**src/rtl/shiftreg_pkg.sv**
```systemverilog
// shiftreg_pkg: shared state encoding and sizing helpers for the
// serial_shift_engine and its bit counter.
package shiftreg_pkg;

   // Default word length in bits. Legal range is 2..32.
   localparam int DEFAULT_WIDTH = 8;

   // Engine states: IDLE accepts a word, SHIFT moves bits on peripheral edges.
   typedef enum logic {
      IDLE  = 1'b0,
      SHIFT = 1'b1
   } state_e;

   // Width of a counter that must hold every value from 0 to w inclusive.
   function automatic int count_width(input int w);
      return $clog2(w + 1);
   endfunction

endpackage

```
**src/rtl/shift_bit_counter.sv**
```systemverilog
// shift_bit_counter: counts peripheral edges consumed by the current word.
// Clear has priority over increment. terminal_o flags the count width-1,
// so the caller can tell that the next increment completes the word.
module shift_bit_counter
   import shiftreg_pkg::*;
#(
   parameter  int width = DEFAULT_WIDTH,
   localparam int CW    = count_width(width)
)(
   input  logic          clk,
   input  logic          reset,
   input  logic          clear_i,
   input  logic          inc_i,
   output logic [CW-1:0] count_o,
   output logic          terminal_o
);

   logic [CW-1:0] count_q;
   logic [CW-1:0] count_d;

   // Next count: clear wins, then increment, otherwise hold.
   always_comb begin
      // NOTE: the default assignment before any branch keeps this block free of inferred latches.
      count_d = count_q;
      if (clear_i) begin
         count_d = '0;
      end else if (inc_i) begin
         count_d = count_q + CW'(1);
      end
   end

   // Count register with asynchronous reset.
   always_ff @(posedge clk or posedge reset) begin
      // NOTE: state registers use non-blocking assignments so every flop samples pre-edge values.
      if (reset) begin
         count_q <= '0;
      end else begin
         count_q <= count_d;
      end
   end

   assign count_o    = count_q;
   assign terminal_o = (count_q == CW'(width - 1));

endmodule

```
**src/rtl/serial_shift_engine.sv**
```systemverilog
// serial_shift_engine: full-duplex shift engine. A transmit word is loaded
// through a valid/ready handshake and shifted out one bit per peripheral
// edge while a receive word is shifted in; completion raises a one-cycle
// wordValid strobe alongside the updated parallelDataOut.
//
// Optional feature: define SERIAL_SHIFT_ENGINE_LSB_SEL_EN to add the
// lsbFirst port (bit order captured at load). Without it the engine is
// fixed MSB-first.
module serial_shift_engine
   import shiftreg_pkg::*;
#(
   parameter  int width = DEFAULT_WIDTH,
   localparam int CW    = count_width(width)
)(
   input  logic             clk,
   input  logic             reset,
   input  logic             peripheralClkEdge,
   input  logic             loadValid,
   output logic             loadReady,
   input  logic [width-1:0] parallelDataIn,
   input  logic             serialDataIn,
   input  logic             abort,
`ifdef SERIAL_SHIFT_ENGINE_LSB_SEL_EN
   input  logic             lsbFirst,
`endif
   output logic             serialDataOut,
   output logic [width-1:0] parallelDataOut,
   output logic             wordValid,
   output logic             busy,
   output logic [CW-1:0]    bitCount
);

   state_e           state_q;
   state_e           state_d;
   logic [width-1:0] mem_q;
   logic [width-1:0] mem_d;
   logic [width-1:0] mem_shifted;
   logic [width-1:0] rx_word_q;
   logic [width-1:0] rx_word_d;
   logic             word_valid_q;
   logic             word_valid_d;
   logic             lsb_sel;
   logic             accept;
   logic             abort_en;
   logic             shift_en;
   logic             terminal;

   // Handshake and edge qualification. abort overrides any edge in SHIFT,
   // including the one that would complete the word.
   assign accept   = (state_q == IDLE) && loadValid;
   assign abort_en = (state_q == SHIFT) && abort;
   assign shift_en = (state_q == SHIFT) && peripheralClkEdge && !abort;

`ifdef SERIAL_SHIFT_ENGINE_LSB_SEL_EN
   logic lsb_sel_q;

   // Bit order is captured once per word; later changes of lsbFirst are ignored.
   always_ff @(posedge clk or posedge reset) begin
      if (reset) begin
         lsb_sel_q <= 1'b0;
      end else if (accept) begin
         lsb_sel_q <= lsbFirst;
      end
   end

   assign lsb_sel = lsb_sel_q;
`else
   assign lsb_sel = 1'b0;
`endif

   // Edge counter: cleared on load or abort, advanced by each accepted edge.
   shift_bit_counter #(
      .width (width)
   ) u_bit_counter (
      .clk        (clk),
      .reset      (reset),
      .clear_i    (accept || abort_en),
      .inc_i      (shift_en),
      .count_o    (bitCount),
      .terminal_o (terminal)
   );

   // Word after one shift: receive bit enters at the end opposite the transmit bit.
   always_comb begin
      mem_shifted = {mem_q[width-2:0], serialDataIn};
      if (lsb_sel) begin
         mem_shifted = {serialDataIn, mem_q[width-1:1]};
      end
   end

   // Next-state logic for the FSM, shift register and receive output.
   always_comb begin
      state_d      = state_q;
      mem_d        = mem_q;
      rx_word_d    = rx_word_q;
      word_valid_d = 1'b0;
      case (state_q)
         IDLE: begin
            if (loadValid) begin
               state_d = SHIFT;
               mem_d   = parallelDataIn;
            end
         end
         SHIFT: begin
            if (abort) begin
               state_d = IDLE;
            end else if (peripheralClkEdge) begin
               mem_d = mem_shifted;
               if (terminal) begin
                  state_d      = IDLE;
                  rx_word_d    = mem_shifted;
                  word_valid_d = 1'b1;
               end
            end
         end
         default: begin
            state_d = IDLE;
         end
      endcase
   end

   // Engine registers with asynchronous reset; a reset mid-word drops the word.
   always_ff @(posedge clk or posedge reset) begin
      if (reset) begin
         state_q      <= IDLE;
         mem_q        <= '0;
         rx_word_q    <= '0;
         word_valid_q <= 1'b0;
      end else begin
         state_q      <= state_d;
         mem_q        <= mem_d;
         rx_word_q    <= rx_word_d;
         word_valid_q <= word_valid_d;
      end
   end

   assign loadReady       = (state_q == IDLE);
   assign busy            = (state_q == SHIFT);
   assign serialDataOut   = busy && (lsb_sel ? mem_q[0] : mem_q[width-1]);
   assign parallelDataOut = rx_word_q;
   assign wordValid       = word_valid_q;

endmodule

```
**config.mk**
```make
export PLATFORM = sky130hd
export DESIGN_NAME = serial_shift_engine
export DESIGN_NICKNAME = d
export VERILOG_FILES = /design/src/rtl/shiftreg_pkg.sv /design/src/rtl/shift_bit_counter.sv /design/src/rtl/serial_shift_engine.sv
export SDC_FILE = /design/constraint.sdc
export NUM_CORES = 1
export LEC_CHECK = 0
export CAP_MARGIN = 10
export CORE_AREA = 2 2 49 51
export DETAILED_ROUTE_END_ITERATION = 10
export DIE_AREA = 0 0 51 53
export PLACE_DENSITY = 0.79
export SLEW_MARGIN = 5
export SYNTH_ARGS = -nofsm -noshare
export SYNTH_HDL_FRONTEND = slang
export SYNTH_SLANG_ARGS = --single-unit
export TNS_END_PERCENT = 10
```
**constraint.sdc**
```tcl
create_clock -name clk -period 2.7 [get_ports clk]
set_clock_uncertainty 0.05 [all_clocks]
set_input_delay 0.405 -clock clk [delete_from_list [all_inputs] [get_ports clk]]
set_output_delay 0.405 -clock clk [all_outputs]
set_load 0.02 [all_outputs]
```
==> results.sh <==
export IMPL_status="finished clean"
export IMPL_rows=17
export IMPL_p_leak_nw=0.625
export IMPL_cts_htree_levels=1
export IMPL_finalWorstSetupSlack_ns=0.397
export IMPL_ctsResizeCount=0
export IMPL_instances_no_fill=133
export IMPL_syn_nets=89
export IMPL_hold_path_class="flop to flop"
export IMPL_cts_root_buf="clkbuf_4"
export IMPL_switching_share_pct=25.0
export IMPL_antenna_cells=0
export IMPL_rr_endpoint="parallelDataOut[0]"
export IMPL_viasPerCell=5.17
export IMPL_synth_top_cells_by_count="mux2_2, dfrtp_1, inv_1, nor2_1"
export IMPL_core_area_mm2=0.00215
export IMPL_r2r_cells=3
export IMPL_startpoint_type="flop"
export IMPL_yosys_cell_types_count=21
export IMPL_p_switching_mw=0.220
export IMPL_vias=687
export IMPL_crit_required_ns=2.25
export IMPL_synth_edf_count=0
export IMPL_grt_pass1_wl_mm=3.27
export IMPL_hold_viol=0
export IMPL_setup_viol=0
export IMPL_syn_to_final_growth_pct=35.2
export IMPL_syn_inst=74
export IMPL_detailed_place_hpwl_mm=1.34
export IMPL_synth_top_area_share_pct=53.5
export IMPL_synthAdderAreaFrac_pct=1.22
export IMPL_cts_buffers=3
export IMPL_initialDrtViolationCount=4
export IMPL_min_path_cells=1
export IMPL_grt_pass1_vias=691
export IMPL_finalCritPeriodShare_pct=85.3
export IMPL_dieWidth_um=51
export IMPL_r2r_start="busy"
export IMPL_die_y_um=53
export IMPL_start_util_pct=47.9
export IMPL_worst_pin_slew_ns=0.822
export IMPL_drive_above_1_share_pct=29.5
export IMPL_synth_simple_area_share_pct=10.1
export IMPL_syn_avg_cell_area_um2=13.9
export IMPL_synthesis_area_mm2=0.00103
export IMPL_yosysTopAreaCell="dfrtp_1"
export IMPL_max_freq_mhz=434
export IMPL_dieArea_mm2=0.00270
export IMPL_cts_sinks=22
export IMPL_synthMuxAreaShare_pct=26.3
export IMPL_ys_warn_count=0
export IMPL_drt_pass1_iter_count=4
export IMPL_crit_fanout=9
export IMPL_cp_arrival_ns=1.85
export IMPL_min_to="mem_q[7]"
export IMPL_path_cells="buf_4 > and2_1 > clkdlybuf4s50_1"
export IMPL_min_from="mem_q[7]"
export IMPL_io_pins=30
export IMPL_relSlewSlack_pct=45.2
export IMPL_reg2reg_slack_ns=0.83
export IMPL_wl_per_cell_um=14.2
export IMPL_post_place_cells=129
export IMPL_maxCapViolations=0
export IMPL_hold_buffers=0
export IMPL_p_int_mw=0.659
export IMPL_num_nets_final=121
export IMPL_grt_util_all_layers_pct=16.7
export IMPL_grt_overflow=0
export IMPL_p_clk_share_pct=28.9
export IMPL_peakVddDrop_uv=406
export IMPL_synth_top_family_by_area="multiplexers"
export IMPL_synth_compound_area_share_pct=4.62
export IMPL_pre_cts_ws_ns=0.378
export IMPL_final_core_util_pct=64.7
export IMPL_critPathCaptureType="primary output"
export IMPL_setup_tns_ns=0
export IMPL_report_final_slew_viol_count=0
export IMPL_synth_xor_area_share_pct=0.852
export IMPL_wirelength_mm=1.89
export IMPL_ys_ff_latch=22
export IMPL_port_buffers=29
export IMPL_cts_clk_slew_worst_paths_ns=0.13
export IMPL_ant_nets=0
export IMPL_clk_path_buf_depth=2
export IMPL_place_congestion=0.765
export IMPL_grt_max_degree=23
export IMPL_cp_slowest_stage_delay_ns=0.59
export IMPL_synth_most_common_cell="mux2_2"
export IMPL_antenna_found_initial=0
export IMPL_drcViolationCount=0
export IMPL_holdWs_ns=0.472
export IMPL_slowest_stage="clkdlybuf4s50_1"
export IMPL_yosysSeqAreaShare_pct=53.5
export IMPL_fillers=162
export IMPL_tritoncts="done"
export IMPL_p_per_area_mw_per_mm2=632
export IMPL_clk_insertion_delay_late_ns=0.31
export IMPL_synth_main_ff_cell="dfrtp_1"
export IMPL_synth_area_leaders="dfrtp_1, mux2_2, nor4bb_4"
export IMPL_p_comb_share_pct=21.9
export IMPL_critPathKind="flop to primary output"
export IMPL_post_cts_buffers=0
export IMPL_synthArstFlopShare_pct=100
export IMPL_rsz0062_at_grt="false"
export IMPL_period_minus_slack_ns=2.30
export IMPL_p_seq_share_pct=49.2
critical path, delay by kind of cell, from the launching register on:
kind / cells / cell delay (ns)
buf+inv: 2 / 0.84
flops: 1 / 0.57
simple gates: 1 / 0.14
area by class of cell:
cell class / count / area [µm²] / share of cell area [%]
multi-input cells: 46 / 443 / 31.9
flip-flops and latches: 22 / 551 / 39.6
inverters: 3 / 11.3 / 0.810
clock buffers: 3 / 22.5 / 1.62
clock inverters: 1 / 30.0 / 2.16
well taps: 28 / 35.0 / 2.52
repair buffers: 30 / 298 / 21.4
layout by cell type (no fill, tap or decap), types with 2 or more instances in the layout:
cell type        Yosys  routed
clkdlybuf4s50_1      0      29
mux2_2              24      24
dfrtp_1             22      22
nor2_1               3       3
inv_1                3       3
clkbuf_4             0       3
nand2b_1             2       2
nand2_1              2       2
o22ai_1              2       2
and2_1               2       2
o21ai_0              2       2
per-stage QoR:
step                      instance area [µm²]  total power [mW]
after CTS                                1390             0.885
final                                    1390             0.878
after detailed placement                 1340             0.634
after global routing                     1390             0.929
after global placement                   1340             0.627
after floorplan                          1030             0.562
power groups by stage:
stage / registers, mW / clock network, mW / logic [mW]
6_report: 0.432 / 0.254 / 0.192
3_3_place_gp: 0.436 / 0 / 0.191
3_5_place_dp: 0.440 / 0 / 0.194
5_1_grt: 0.442 / 0.275 / 0.213
4_1_cts: 0.433 / 0.257 / 0.195
2_1_floorplan: 0.426 / 0 / 0.136
worst max path at each step:
stage / startpoint / end / slack (ns)
floorplan: busy / parallelDataOut[0] / 1.06
global placement: peripheralClkEdge / parallelDataOut[2] / 0.46
detailed placement: peripheralClkEdge / parallelDataOut[5] / 0.38
CTS: busy / serialDataOut / 0.38
global route: busy / serialDataOut / 0.30
finish: busy / serialDataOut / 0.40
kinds of logic after synthesis:
logic type      Yosys count
flops                    22
simple gates             13
xor+xnor                  1
compound gates            7
mux                      24
buf+inv                   6
fa+ha+maj                 1
layer usage:
layer / routed length (µm) / track usage, % / vias up / part of all wire, %
li1: - / - / 326 / -
met1: 896 / 22.4 / 325 / 48
met2: 858 / 26.6 / 32 / 45
met3: 101 / 2.54 / 4 / 5.4
met4: 29 / 8.11 / 0 / 1.5
met5: 0 / 0 / - / 0
flip-flops by register name, indices dropped and copies added (netlist names):
signal,cells
busy,1
mem_q,8
parallelDataOut,8
u_bit_counter.count_o,4
wordValid,1
Power figures use the tool's default switching activity.
